`config.mk`:
```
export PLATFORM = sky130hd
export DESIGN_NAME = alu4_bist
export DESIGN_NICKNAME = d
export VERILOG_FILES = /design/src/rtl/alu4_bist.sv
export SDC_FILE = /design/constraint.sdc
export NUM_CORES = 1
export LEC_CHECK = 0
export CORE_ASPECT_RATIO = 1.25
export CORE_MARGIN = 1
export CORE_UTILIZATION = 54
export CTS_BUF_LIST = sky130_fd_sc_hd__clkbuf_16
export DETAILED_ROUTE_END_ITERATION = 12
export HOLD_SLACK_MARGIN = 0.12
export PLACE_DENSITY = 0.89
export SKIP_CTS_REPAIR_TIMING = 1
export SKIP_LAST_GASP = 1
export SLEW_MARGIN = 20
export SYNTH_ARGS = -nofsm -noshare
export SYNTH_HDL_FRONTEND = slang
export SYNTH_SLANG_ARGS = --single-unit
export TNS_END_PERCENT = 30
```
`constraint.sdc`:
```
create_clock -name clk -period 4.02 [get_ports clk]
set_input_delay 0.402 -clock clk [delete_from_list [all_inputs] [get_ports clk]]
set_output_delay 0.402 -clock clk [all_outputs]
set_load 0.01 [all_outputs]
```
`src/rtl/alu4_bist.sv`:
```
// alu4_bist: exhaustive {op,a,b} self-test sequencer for a 4-bit ALU; optional response MISR via ALU4_BIST_MISR_EN
module alu4_bist #(
  parameter int SETTLE_CYCLES = 1
) (
  input  logic       clk,
  input  logic       rst,
  input  logic       start,
  output logic [3:0] a_out,
  output logic [3:0] b_out,
  output logic [1:0] op_out,
  input  logic [3:0] y_in,
  input  logic       cout_in,
  output logic       busy,
  output logic       done,
  output logic       pass,
  output logic [7:0] err_count,
  output logic [9:0] first_fail
`ifdef ALU4_BIST_MISR_EN
  ,
  output logic [15:0] sig
`endif
);
  localparam logic [1:0] IDLE = 2'd0, DRIVE = 2'd1, SAMPLE = 2'd2, DONE = 2'd3;
  logic [1:0] state;
  logic [2:0] cnt;
  logic [9:0] vec;
  logic [4:0] gold;
  logic       miss;
  // vec is both the run index and the registered operand/opcode drive
  assign {op_out, a_out, b_out} = vec;
  always_comb begin
    gold = op_out == 2'd0 ? {1'b0, a_out} + {1'b0, b_out} :
           op_out == 2'd1 ? {1'b0, a_out} - {1'b0, b_out} :
           op_out == 2'd2 ? {1'b0, a_out & b_out} : {1'b0, a_out ^ b_out};
  end
  assign miss = {cout_in, y_in} != gold;
  assign busy = state == DRIVE || state == SAMPLE;
  assign done = state == DONE;
  assign pass = done && err_count == 8'd0;
  always_ff @(posedge clk or posedge rst) begin
    if (rst) begin
      state      <= IDLE;
      cnt        <= '0;
      vec        <= '0;
      err_count  <= '0;
      first_fail <= '0;
`ifdef ALU4_BIST_MISR_EN
      sig        <= '0;
`endif
    end else begin
      case (state)
        IDLE, DONE: if (start) begin
          state      <= DRIVE;
          cnt        <= '0;
          vec        <= '0;
          err_count  <= '0;
          first_fail <= '0;
`ifdef ALU4_BIST_MISR_EN
          sig        <= 16'hffff;
`endif
        end
        DRIVE: begin
          if (cnt == 3'(SETTLE_CYCLES - 1)) state <= SAMPLE;
          else cnt <= cnt + 3'd1;
        end
        default: begin
          if (miss) begin
            err_count <= err_count + {7'd0, err_count != 8'hff};
            if (err_count == 8'd0) first_fail <= vec;
          end
`ifdef ALU4_BIST_MISR_EN
          sig <= {sig[14:0], 1'b0} ^ {3'd0, sig[15], 6'd0, sig[15], 4'd0, sig[15]} ^ {11'd0, cout_in, y_in};
`endif
          state <= vec == 10'h3ff ? DONE : DRIVE;
          vec   <= vec == 10'h3ff ? 10'd0 : vec + 10'd1;
          cnt   <= '0;
        end
      endcase
    end
  end
endmodule

```
==> flow_summary_export.csv, run 1 <==
group,metric,value,unit
placed_design,place_congestion,0.907,
worst_setup_path,r2r_slack,0.56,ns
worst_setup_path,required,4.15,ns
synthesis,ys_types,55,
finish,design_area,3030,um^2
detailed_routing,firstDrtPassIters,5,
timing,setup_tns,0,ns
detailed_routing,drt-total-wl,6360,um
floorplan,ioPinCount,39,
finish,area.sequential,826,um^2
floorplan,num_rows,27,
detailed_routing,drt.antenna.violating_nets,0,
global_routing,grt_max_degree,24,
global_routing,overflow,0,
synthesis,postSynthAreaPerCell,8.89,um^2
global_routing,grt_antenna_before_repair,0,
finish,layout_common_cells,"38 x clkdlybuf4s50_1, 33 x dfrtp_1, 30 x inv_1, 21 x nor2_1",
detailed_routing,dr_total_vias,2386,
floorplan,core_area,4390,um^2
worst_setup_path,slowest_delay,0.48,ns
worst_setup_path,critPathCaptureType,"flop",
synthesis,synthFlopType,"dfrtp_1",
timing,period_needed,3.46,ns
synthesis,yosys_warnings,0,
detailed_routing,drt-initial-drc-count,176,
placed_design,dp_slack,0.631,ns
global_routing,grt_pass1_vias,2298,
synthesis,synth_edf_count,0,
timing,final_max_slew_viol_count,0,
run,max-cap-violations,0,
finish,fillCellCount,347,
floorplan,die_x,62.6,um
synthesis,synth_seq_area_share,0.333,
floorplan,start_util,0.565,
worst_setup_path,crit_path_top_delay_cell,"dfrtp_1",
global_routing,grtUsageTotal,0.283,
clocking,path_clk_slew,0.06,ns
timing,slew_headroom,0.394,
clocking,cts_max_level,2,
power_and_ir_drop,power.density,709,nW/um^2
synthesis,async_flop_share,1.00,
finish,syn_to_final_growth,22.3,%
placed_design,portBuffers,38,
floorplan,die_area,4870,um^2
timing,setup_viol,0,
timing,period_share,0.860,
finish,final_common_cell,"clkdlybuf4s50_1",
finish,layout-drive-gt1-share,0.0673,
finish,n_antenna_cell,0,
synthesis,synthTopCellsByArea,"dfrtp_1 33%, ha_1 8.6%, inv_1 4.4%",
power_and_ir_drop,power_leakage,1.19,nW
floorplan,die_h,77.8,um
clocking,ctsRootBufferMaster,"clkbuf_16",
timing,timing.fmax,289,MHz
clocking,cts_buffer_depth,2,
timing,finClkSkew,0.00712,ns
min_path,hp-class,"reg2reg",
worst_setup_path,startpoint_type,"flop",
detailed_routing,wl_per_cell,17.2,um
worst_setup_path,arrival,3.58,ns
clocking,cts_sinks,33,
synthesis,netlist_area,2480,um^2
clocking,cts_buffers,5,
timing,report.final.hold_viol_count,0,
worst_setup_path,crit_chain,"ha_1 -> inv_1 -> fa_1 -> o21ba_2 -> o21a_1 -> or4_1 -> a2111oi_4 -> buf_4 -> a31o_1 -> buf_4 -> o32ai_1",
timing,rsz0062_at_grt,"false",
detailed_routing,viasPerCell,6.45,
detailed_routing,drc,0,
synthesis,syn-num-nets,306,
worst_setup_path,worstSetupPathType,"reg2reg",
synthesis,syn-instance-count,279,
power_and_ir_drop,ir_worst_vdd,0.000524,V
placed_design,dpl-instance-area,2870,um^2
synthesis,synth_top_area_frac,0.333,
synthesis,synth_seq_cells,33,
placed_design,dpl.hpwl,4610,um
clocking,worst_skew_pair.late_latency,0.28,ns
finish,final_nets,338,
finish,multi_input_area,1450,um^2
timing,setup_slack,0.564,ns
synthesis,synth_top_cell_by_area,"dfrtp_1",
worst_setup_path,crit_top_cell,"buf_4",
clocking,cts_tree,"done",
worst_setup_path,worst-path-max-fanout,14,
outcome,run_status,"complete, no violations",
timing,tightest_slew,0.908,ns
global_routing,grt_pass1_wl,10900,um
==> Yosys cell counts, drive strengths merged, types with 3 or more instances <==
cell and count:
clkbuf 8, ha 17, nand3 15, nor3 3, nand4 4, xnor2 6
buf 9, o21a 3, dfrtp 33, o32ai 10, nor2b 8, or3 6
nor2 21, mux2 3, o311ai 6, o21ai 11, nor4 4, mux2i 3
or2 3, inv 29, nand2 17, a311oi 5, a21oi 8, o2111ai 8
==> worst paths after layout <==
| path | to | cells after the start | start |
|---|---|---|---|
| max | err_count[6]$_DFFE_PP0P_ | 11 | vec[4]$_DFFE_PP0P_ |
| min | first_fail[0]$_DFFE_PP0P_ | 2 | first_fail[0]$_DFFE_PP0P_ |
| max reg2reg | err_count[6]$_DFFE_PP0P_ | 11 | vec[4]$_DFFE_PP0P_ |
| min reg2reg | first_fail[0]$_DFFE_PP0P_ | 2 | first_fail[0]$_DFFE_PP0P_ |
| max in group asynchronous | err_count[4]$_DFFE_PP0P_ | 3 | rst |
| min in group asynchronous | cnt[2]$_DFFE_PP0P_ | 2 | rst |
==> per-layer routing <==
metal | GRT usage | wire (um)
met2 | 0.440 | 3070
met4 | 0.163 | 240
met5 | 0 | 0
met3 | 0.0544 | 468
met1 | 0.366 | 2580
==> sequential cells by signal, indices dropped and copies added, names as in the netlist <==
register,count
vec,10
state,2
err_count,8
cnt,3
first_fail,10
==> cell families after synthesis <==
group | after synthesis | share of synthesized area
AO/OA/AOI/OAI | 71 | 0.223
XOR/XNOR | 6 | 0.0212
adder cells (fa/ha/maj) | 19 | 0.102
buffers and inverters | 47 | 0.0832
flip-flops | 33 | 0.333
multiplexers | 7 | 0.0348
AND/OR/NAND/NOR | 96 | 0.203
==> where the power goes <==
| part | total (W) | switching, W | internal (W) | leakage [nW] |
|---|---|---|---|---|
| Clock | 0.000424 | 0.000136 | 0.000288 | 0.0826 |
| Sequential | 0.000525 | 0.000116 | 0.000409 | 0.448 |
| Combinational | 0.00120 | 0.000719 | 0.000482 | 0.660 |
==> final cells by class <==
class	instances	area share
Clock buffer	5	0.0413
Clock inverter	3	0.0124
Inverter	30	0.0371
Multi-Input combinational cell	199	0.478
Sequential cell	33	0.272
Tap cell	58	0.0239
Timing Repair Buffer	42	0.135
==> per-stage QoR <==
stage                     std cells  power (W)  utilization  hold slack (ns)
after floorplan                 279    0.00136            -            0.486
after global placement          362    0.00167        0.653            0.500
after detailed placement        362    0.00170        0.653            0.513
after CTS                       370    0.00214        0.690            0.525
after global routing            370    0.00230        0.690            0.563
final                           370    0.00215        0.690            0.518
==> worst max-delay path: cells and delay by family, from the launching register on <==
kind / cells / cell delay [ns]
compound gates: 5 / 1.19
flops: 1 / 0.48
buf+inv: 3 / 0.56
simple gates: 1 / 0.46
fa+ha+maj: 2 / 0.62
(Power assumes the default switching activity.)
==> run 2, diff against run 1 <==
- CORE_MARGIN: 1 -> 2
==> run 2 against run 1 <==
  * Die area is 5.8% higher
  * Flip-flop and latch count unchanged
  * Core utilization fell by 0.53 points
  * First-iteration DRC count rose by 1.1%
  * Power shrank 0.61%
  * Worst setup slack lost 0.0050 ns
  * Sequential power about the same
  * Sequential share of layout area unchanged
  * Clock power down 0.9%
  * Highest routed layer unchanged
==> flow_summary_export.csv, run 2 (synthesized netlist as in run 1, its figures left out) <==
group,metric,value,unit
finish,final_common_cell,"clkdlybuf4s50_1",
finish,layout_common_cells,"38 x clkdlybuf4s50_1, 33 x dfrtp_1, 30 x inv_1, 21 x nor2_1",
floorplan,core_area,4430,um^2
worst_setup_path,critPathCaptureType,"flop",
worst_setup_path,r2r_slack,0.56,ns
power_and_ir_drop,share_seq_of_total_power,0.245,
detailed_routing,dr_total_vias,2268,
run,max-cap-violations,0,
worst_setup_path,worst-path-max-fanout,14,
detailed_routing,drt-total-wl,6170,um
clocking,ctsRootBufferMaster,"clkbuf_16",
clocking,cts_sinks,33,
floorplan,die_area,5150,um^2
clocking,cts_buffers,5,
detailed_routing,drc,0,
global_routing,grt_pass1_wl,10000,um
timing,setup_tns,0,ns
detailed_routing,drt.antenna.violating_nets,0,
detailed_routing,wl_per_cell,16.7,um
global_routing,overflow,0,
min_path,hp-class,"in2async",
floorplan,die_h,79.8,um
power_and_ir_drop,power_switching,0.000960,W
placed_design,place_inst,362,
placed_design,portBuffers,38,
global_routing,grtUsageTotal,0.254,
detailed_routing,firstDrtPassIters,5,
power_and_ir_drop,internal_power,0.00118,W
worst_setup_path,reg2reg_depth,11,
timing,final_max_slew_viol_count,0,
timing,setup_viol,0,
floorplan,ioPinCount,39,
floorplan,num_rows,27,
placed_design,dpl.hpwl,4440,um
timing,finClkSkew,0.00720,ns
finish,largest_registers,"first_fail x10, vec x10, err_count x8",
floorplan,die_x,64.6,um
worst_setup_path,crit_chain,"ha_1 -> inv_1 -> fa_1 -> o21ba_2 -> o21a_1 -> or4_1 -> a2111oi_4 -> buf_4 -> a31o_1 -> buf_4 -> o32ai_1",
global_routing,grt_max_degree,34,
detailed_routing,viasPerCell,6.13,
finish,finalNonFillerCells,370,
power_and_ir_drop,ir_worst_vdd,0.000531,V
placed_design,place_congestion,0.971,
worst_setup_path,worstSetupPathType,"reg2reg",
finish,final_nets,338,
timing,rsz0062_at_grt,"false",
global_routing,grt_pass1_vias,2059,
timing,slew_headroom,0.440,
timing,timing.fmax,289,MHz
timing,period_share,0.861,
clocking,path_clk_slew,0.05,ns
worst_setup_path,startpoint_type,"flop",
worst_setup_path,arrival,3.58,ns
timing,tightest_slew,0.831,ns
worst_setup_path,slowest_delay,0.48,ns
power_and_ir_drop,switching_share,0.449,
outcome,run_status,"complete, no violations",
power_and_ir_drop,combPwrFrac,0.558,
clocking,cts_tree,"done",
worst_setup_path,critical_path.endpoint,"first_fail[0]$_DFFE_PP0P_",
clocking,worst_skew_pair.late_latency,0.28,ns
worst_setup_path,r2r-start,"vec[0]$_DFFE_PP0P_",
detailed_routing,drt-initial-drc-count,178,
worst_setup_path,crit_top_cell,"buf_4",
finish,layout-drive-gt1-share,0.0673,
worst_setup_path,required,4.14,ns
floorplan,start_util,0.560,
finish,syn_to_final_growth,22.3,%
clocking,cts_max_level,2,
worst_setup_path,crit_path_top_delay_cell,"dfrtp_1",
timing,report.final.hold_viol_count,0,
power_and_ir_drop,power.density,705,nW/um^2
timing,period_needed,3.46,ns
power_and_ir_drop,p_clk_frac,0.196,
power_and_ir_drop,power_leakage,1.19,nW
finish,n_antenna_cell,0,
worst_setup_path,startpoint,"vec[0]$_DFFE_PP0P_",
clocking,cts_buffer_depth,2,
global_routing,grt_antenna_before_repair,0,
worst_setup_path,r2r_end,"first_fail[0]$_DFFE_PP0P_",
run 2: cell counts in the layout (fill, tap and decap cells not counted):
No cell type changed its count.
run 2: power by group through the flow:
stage               Sequential [W]  Clock [W]  Combinational, W
floorplan                 0.000516          0          0.000847
global route              0.000539   0.000443           0.00130
finish                    0.000524   0.000420           0.00119
global placement          0.000521          0           0.00115
detailed placement        0.000528          0           0.00118
CTS                       0.000521   0.000424           0.00119
run 2: area by class of cell:
cell class,count,area [um^2]
tap,58,72.6
inverter,30,113
fill,353,1390
multi-input combinational,199,1450
sequential,33,826
clock buffer,5,125
clock inverter,3,37.5
timing repair buffer,42,410
run 2: how the worst min path moves through the flow:
stage	cells after the start	to	startpoint	slack (ns)
4_1_cts	2	first_fail[9]$_DFFE_PP0P_	first_fail[9]$_DFFE_PP0P_	0.52
2_1_floorplan	2	cnt[2]$_DFFE_PP0P_	cnt[2]$_DFFE_PP0P_	0.49
3_5_place_dp	2	first_fail[9]$_DFFE_PP0P_	first_fail[9]$_DFFE_PP0P_	0.51
6_report	3	first_fail[8]$_DFFE_PP0P_	rst	0.51
3_3_place_gp	2	first_fail[9]$_DFFE_PP0P_	first_fail[9]$_DFFE_PP0P_	0.51
5_1_grt	2	first_fail[9]$_DFFE_PP0P_	first_fail[9]$_DFFE_PP0P_	0.54
run 2: through the flow:
step           setup slack [ns]  instance area (um^2)  hold slack, ns  total power (W)   util
3_3_place_gp              0.746                  2870           0.509          0.00168  0.648
3_5_place_dp              0.589                  2870           0.510          0.00170  0.648
2_1_floorplan             0.920                  2480           0.486          0.00136      -
6_report                  0.559                  3030           0.507          0.00214  0.685
4_1_cts                   0.589                  3030           0.522          0.00213  0.685
5_1_grt                   0.385                  3030           0.542          0.00228  0.685
run 2: metal layers:
layer | global-route usage | wire, um | up-vias
li1 | - | - | 1097
met1 | 0.343 | 2650 | 1059
met2 | 0.407 | 2970 | 102
met3 | 0.0324 | 398 | 10
met4 | 0.113 | 150 | 0
met5 | 0 | 0 | -
run 2: critical path: cells and delay by family (launching register included):
family	cells	cell delay, ns
compound gates	5	1.18
fa+ha+maj	2	0.63
buf+inv	3	0.54
flops	1	0.48
simple gates	1	0.46
==> run 3, diff against run 2 <==
- PLACE_DENSITY: 0.89 -> 0.8
- SKIP_LAST_GASP: 1 -> unset
==> run 3 against run 2 <==
  * Global-route usage is 0.42 points higher
  * Hold slack gained 0.0054 ns
  * Die area unchanged
  * Clock power down 15%
  * Core utilization is 0.37 points lower
  * Maximum frequency is 0.88% higher
  * Routed wire length is 1.1% lower
  * Final cell count up 0.27%
  * Combinational power is essentially flat
  * Critical endpoint is now err_count[3]$_DFFE_PP0P_
  * Largest power group unchanged
==> flow_summary_export.csv, run 3 (synthesized netlist as in run 1, its figures left out) <==
group,metric,value,unit
finish,final_nets,339,
worst_setup_path,r2r_slack,0.59,ns
clocking,ctsRootBufferMaster,"clkbuf_16",
global_routing,grt_max_degree,34,
power_and_ir_drop,ir_worst_vdd,0.000528,V
placed_design,dpl.hpwl,4500,um
worst_setup_path,critPathCaptureType,"flop",
timing,slew_headroom,0.431,
finish,finalNonFillerCells,371,
power_and_ir_drop,power_switching,0.000965,W
floorplan,die_x,64.6,um
timing,final_max_slew_viol_count,0,
worst_setup_path,crit_chain,"inv_1 -> fa_1 -> o21ba_2 -> o21a_1 -> or4_1 -> a2111oi_4 -> buf_4 -> a31o_1 -> buf_4 -> o32ai_1",
worst_setup_path,r2r-start,"vec[5]$_DFFE_PP0P_",
run,max-cap-violations,0,
global_routing,grtUsageTotal,0.258,
power_and_ir_drop,share_seq_of_total_power,0.250,
worst_setup_path,r2r_end,"err_count[3]$_DFFE_PP0P_",
worst_setup_path,crit_path_top_delay_cell,"dfrtp_1",
clocking,cts_sinks,33,
global_routing,grt_pass1_wl,10300,um
placed_design,place_inst,363,
detailed_routing,firstDrtPassIters,5,
outcome,run_status,"complete, no violations",
timing,rsz0062_at_grt,"false",
worst_setup_path,crit_top_cell,"buf_4",
finish,largest_registers,"first_fail x10, vec x10, err_count x8",
power_and_ir_drop,finalPower,0.00208,W
detailed_routing,drc,0,
timing,finClkSkew,0.00368,ns
finish,design_area,3020,um^2
timing,report.final.hold_viol_count,0,
power_and_ir_drop,power.density,691,nW/um^2
finish,n_antenna_cell,0,
global_routing,grt_antenna_before_repair,0,
placed_design,place_congestion,0.898,
global_routing,overflow,0,
floorplan,die_h,79.8,um
detailed_routing,drt.antenna.violating_nets,0,
finish,layout_common_cells,"38 x clkdlybuf4s50_1, 33 x dfrtp_1, 30 x inv_1, 21 x nor2_1",
finish,area.sequential,826,um^2
worst_setup_path,required,4.15,ns
detailed_routing,dr_total_vias,2287,
clocking,cts_buffer_depth,2,
power_and_ir_drop,p_clk_frac,0.172,
worst_setup_path,worst-path-max-fanout,14,
worst_setup_path,worstSetupPathType,"reg2reg",
min_path,hp-class,"in2async",
detailed_routing,viasPerCell,6.16,
power_and_ir_drop,power_leakage,1.19,nW
clocking,cts_tree,"done",
timing,setup_viol,0,
worst_setup_path,arrival,3.56,ns
clocking,cts_max_level,2,
finish,layout-drive-gt1-share,0.0735,
detailed_routing,drt-initial-drc-count,201,
finish,final_common_cell,"clkdlybuf4s50_1",
worst_setup_path,slowest_delay,0.50,ns
global_routing,grt_pass1_vias,2146,
clocking,path_clk_slew,0.05,ns
worst_setup_path,reg2reg_depth,10,
timing,timing.fmax,291,MHz
finish,multi_input_area,1450,um^2
placed_design,dpl-instance-area,2880,um^2
placed_design,dp_slack,0.603,ns
power_and_ir_drop,internal_power,0.00112,W
finish,fillCellCount,372,
floorplan,ioPinCount,39,
detailed_routing,wl_per_cell,16.5,um
floorplan,core_area,4430,um^2
timing,tightest_slew,0.844,ns
finish,syn_to_final_growth,21.6,%
worst_setup_path,startpoint_type,"flop",
timing,period_needed,3.43,ns
power_and_ir_drop,switching_share,0.463,
floorplan,num_rows,27,
clocking,worst_skew_pair.late_latency,0.28,ns
floorplan,die_area,5150,um^2
placed_design,portBuffers,38,
timing,setup_tns,0,ns
power_and_ir_drop,combPwrFrac,0.578,
floorplan,start_util,0.560,
timing,period_share,0.854,
clocking,cts_buffers,5,
timing,setup_slack,0.589,ns
detailed_routing,drt-total-wl,6100,um
==> run 3: cell count changes in the layout (fill, tap and decap cells not counted) <==
cell	before	now
bufinv_16	1	0
clkinv_1	2	1
clkinv_2	0	2
buf_4	4	5
==> run 3: area by class of cell <==
type                            instances  area share
Clock inverter                          3     0.00456
Multi-Input combinational cell        199       0.480
Clock buffer                            5      0.0415
Timing Repair Buffer                   43       0.139
Sequential cell                        33       0.274
Inverter                               30      0.0373
Tap cell                               58      0.0241
==> run 3: worst max-delay path by stage <==
| stage | startpoint | end | slack, ns |
|---|---|---|---|
| finish | vec[5]$_DFFE_PP0P_ | err_count[3]$_DFFE_PP0P_ | 0.59 |
| CTS | vec[5]$_DFFE_PP0P_ | err_count[3]$_DFFE_PP0P_ | 0.59 |
| detailed placement | vec[5]$_DFFE_PP0P_ | err_count[3]$_DFFE_PP0P_ | 0.60 |
| floorplan | vec[0]$_DFFE_PP0P_ | err_count[0]$_DFFE_PP0P_ | 0.92 |
| global placement | vec[0]$_DFFE_PP0P_ | err_count[0]$_DFFE_PP0P_ | 0.71 |
| global route | vec[0]$_DFFE_PP0P_ | first_fail[9]$_DFFE_PP0P_ | 0.38 |
==> run 3: power by group through the flow <==
| stage | registers (W) | logic (W) | clock network [W] |
|---|---|---|---|
| floorplan | 0.000516 | 0.000847 | 0 |
| global placement | 0.000521 | 0.00117 | 0 |
| detailed placement | 0.000527 | 0.00119 | 0 |
| CTS | 0.000521 | 0.00120 | 0.000365 |
| global route | 0.000540 | 0.00131 | 0.000384 |
| finish | 0.000522 | 0.00120 | 0.000358 |
==> run 3: worst max-delay path, delay by kind of cell, from the launching register on <==
family | cells | cell delay [ns]
AOI/OAI and AO/OA | 5 | 1.19
adders and majority gates | 1 | 0.48
buffers and inverters | 3 | 0.67
DFF | 1 | 0.50
and+or+nand+nor | 1 | 0.46
==> run 3: metrics by stage <==
step / hold WS [ns] / utilization
floorplan: 0.486 / -
global placement: 0.505 / 0.650
detailed placement: 0.511 / 0.650
CTS: 0.525 / 0.681
global route: 0.548 / 0.681
finish: 0.513 / 0.681
==> run 3: layer usage <==
metal / wire length [um] / up-vias / track usage
met5: 0 / - / 0
met4: 149 / 0 / 0.102
met3: 387 / 14 / 0.0409
met2: 2970 / 97 / 0.417
met1: 2600 / 1083 / 0.346
li1: - / 1093 / -
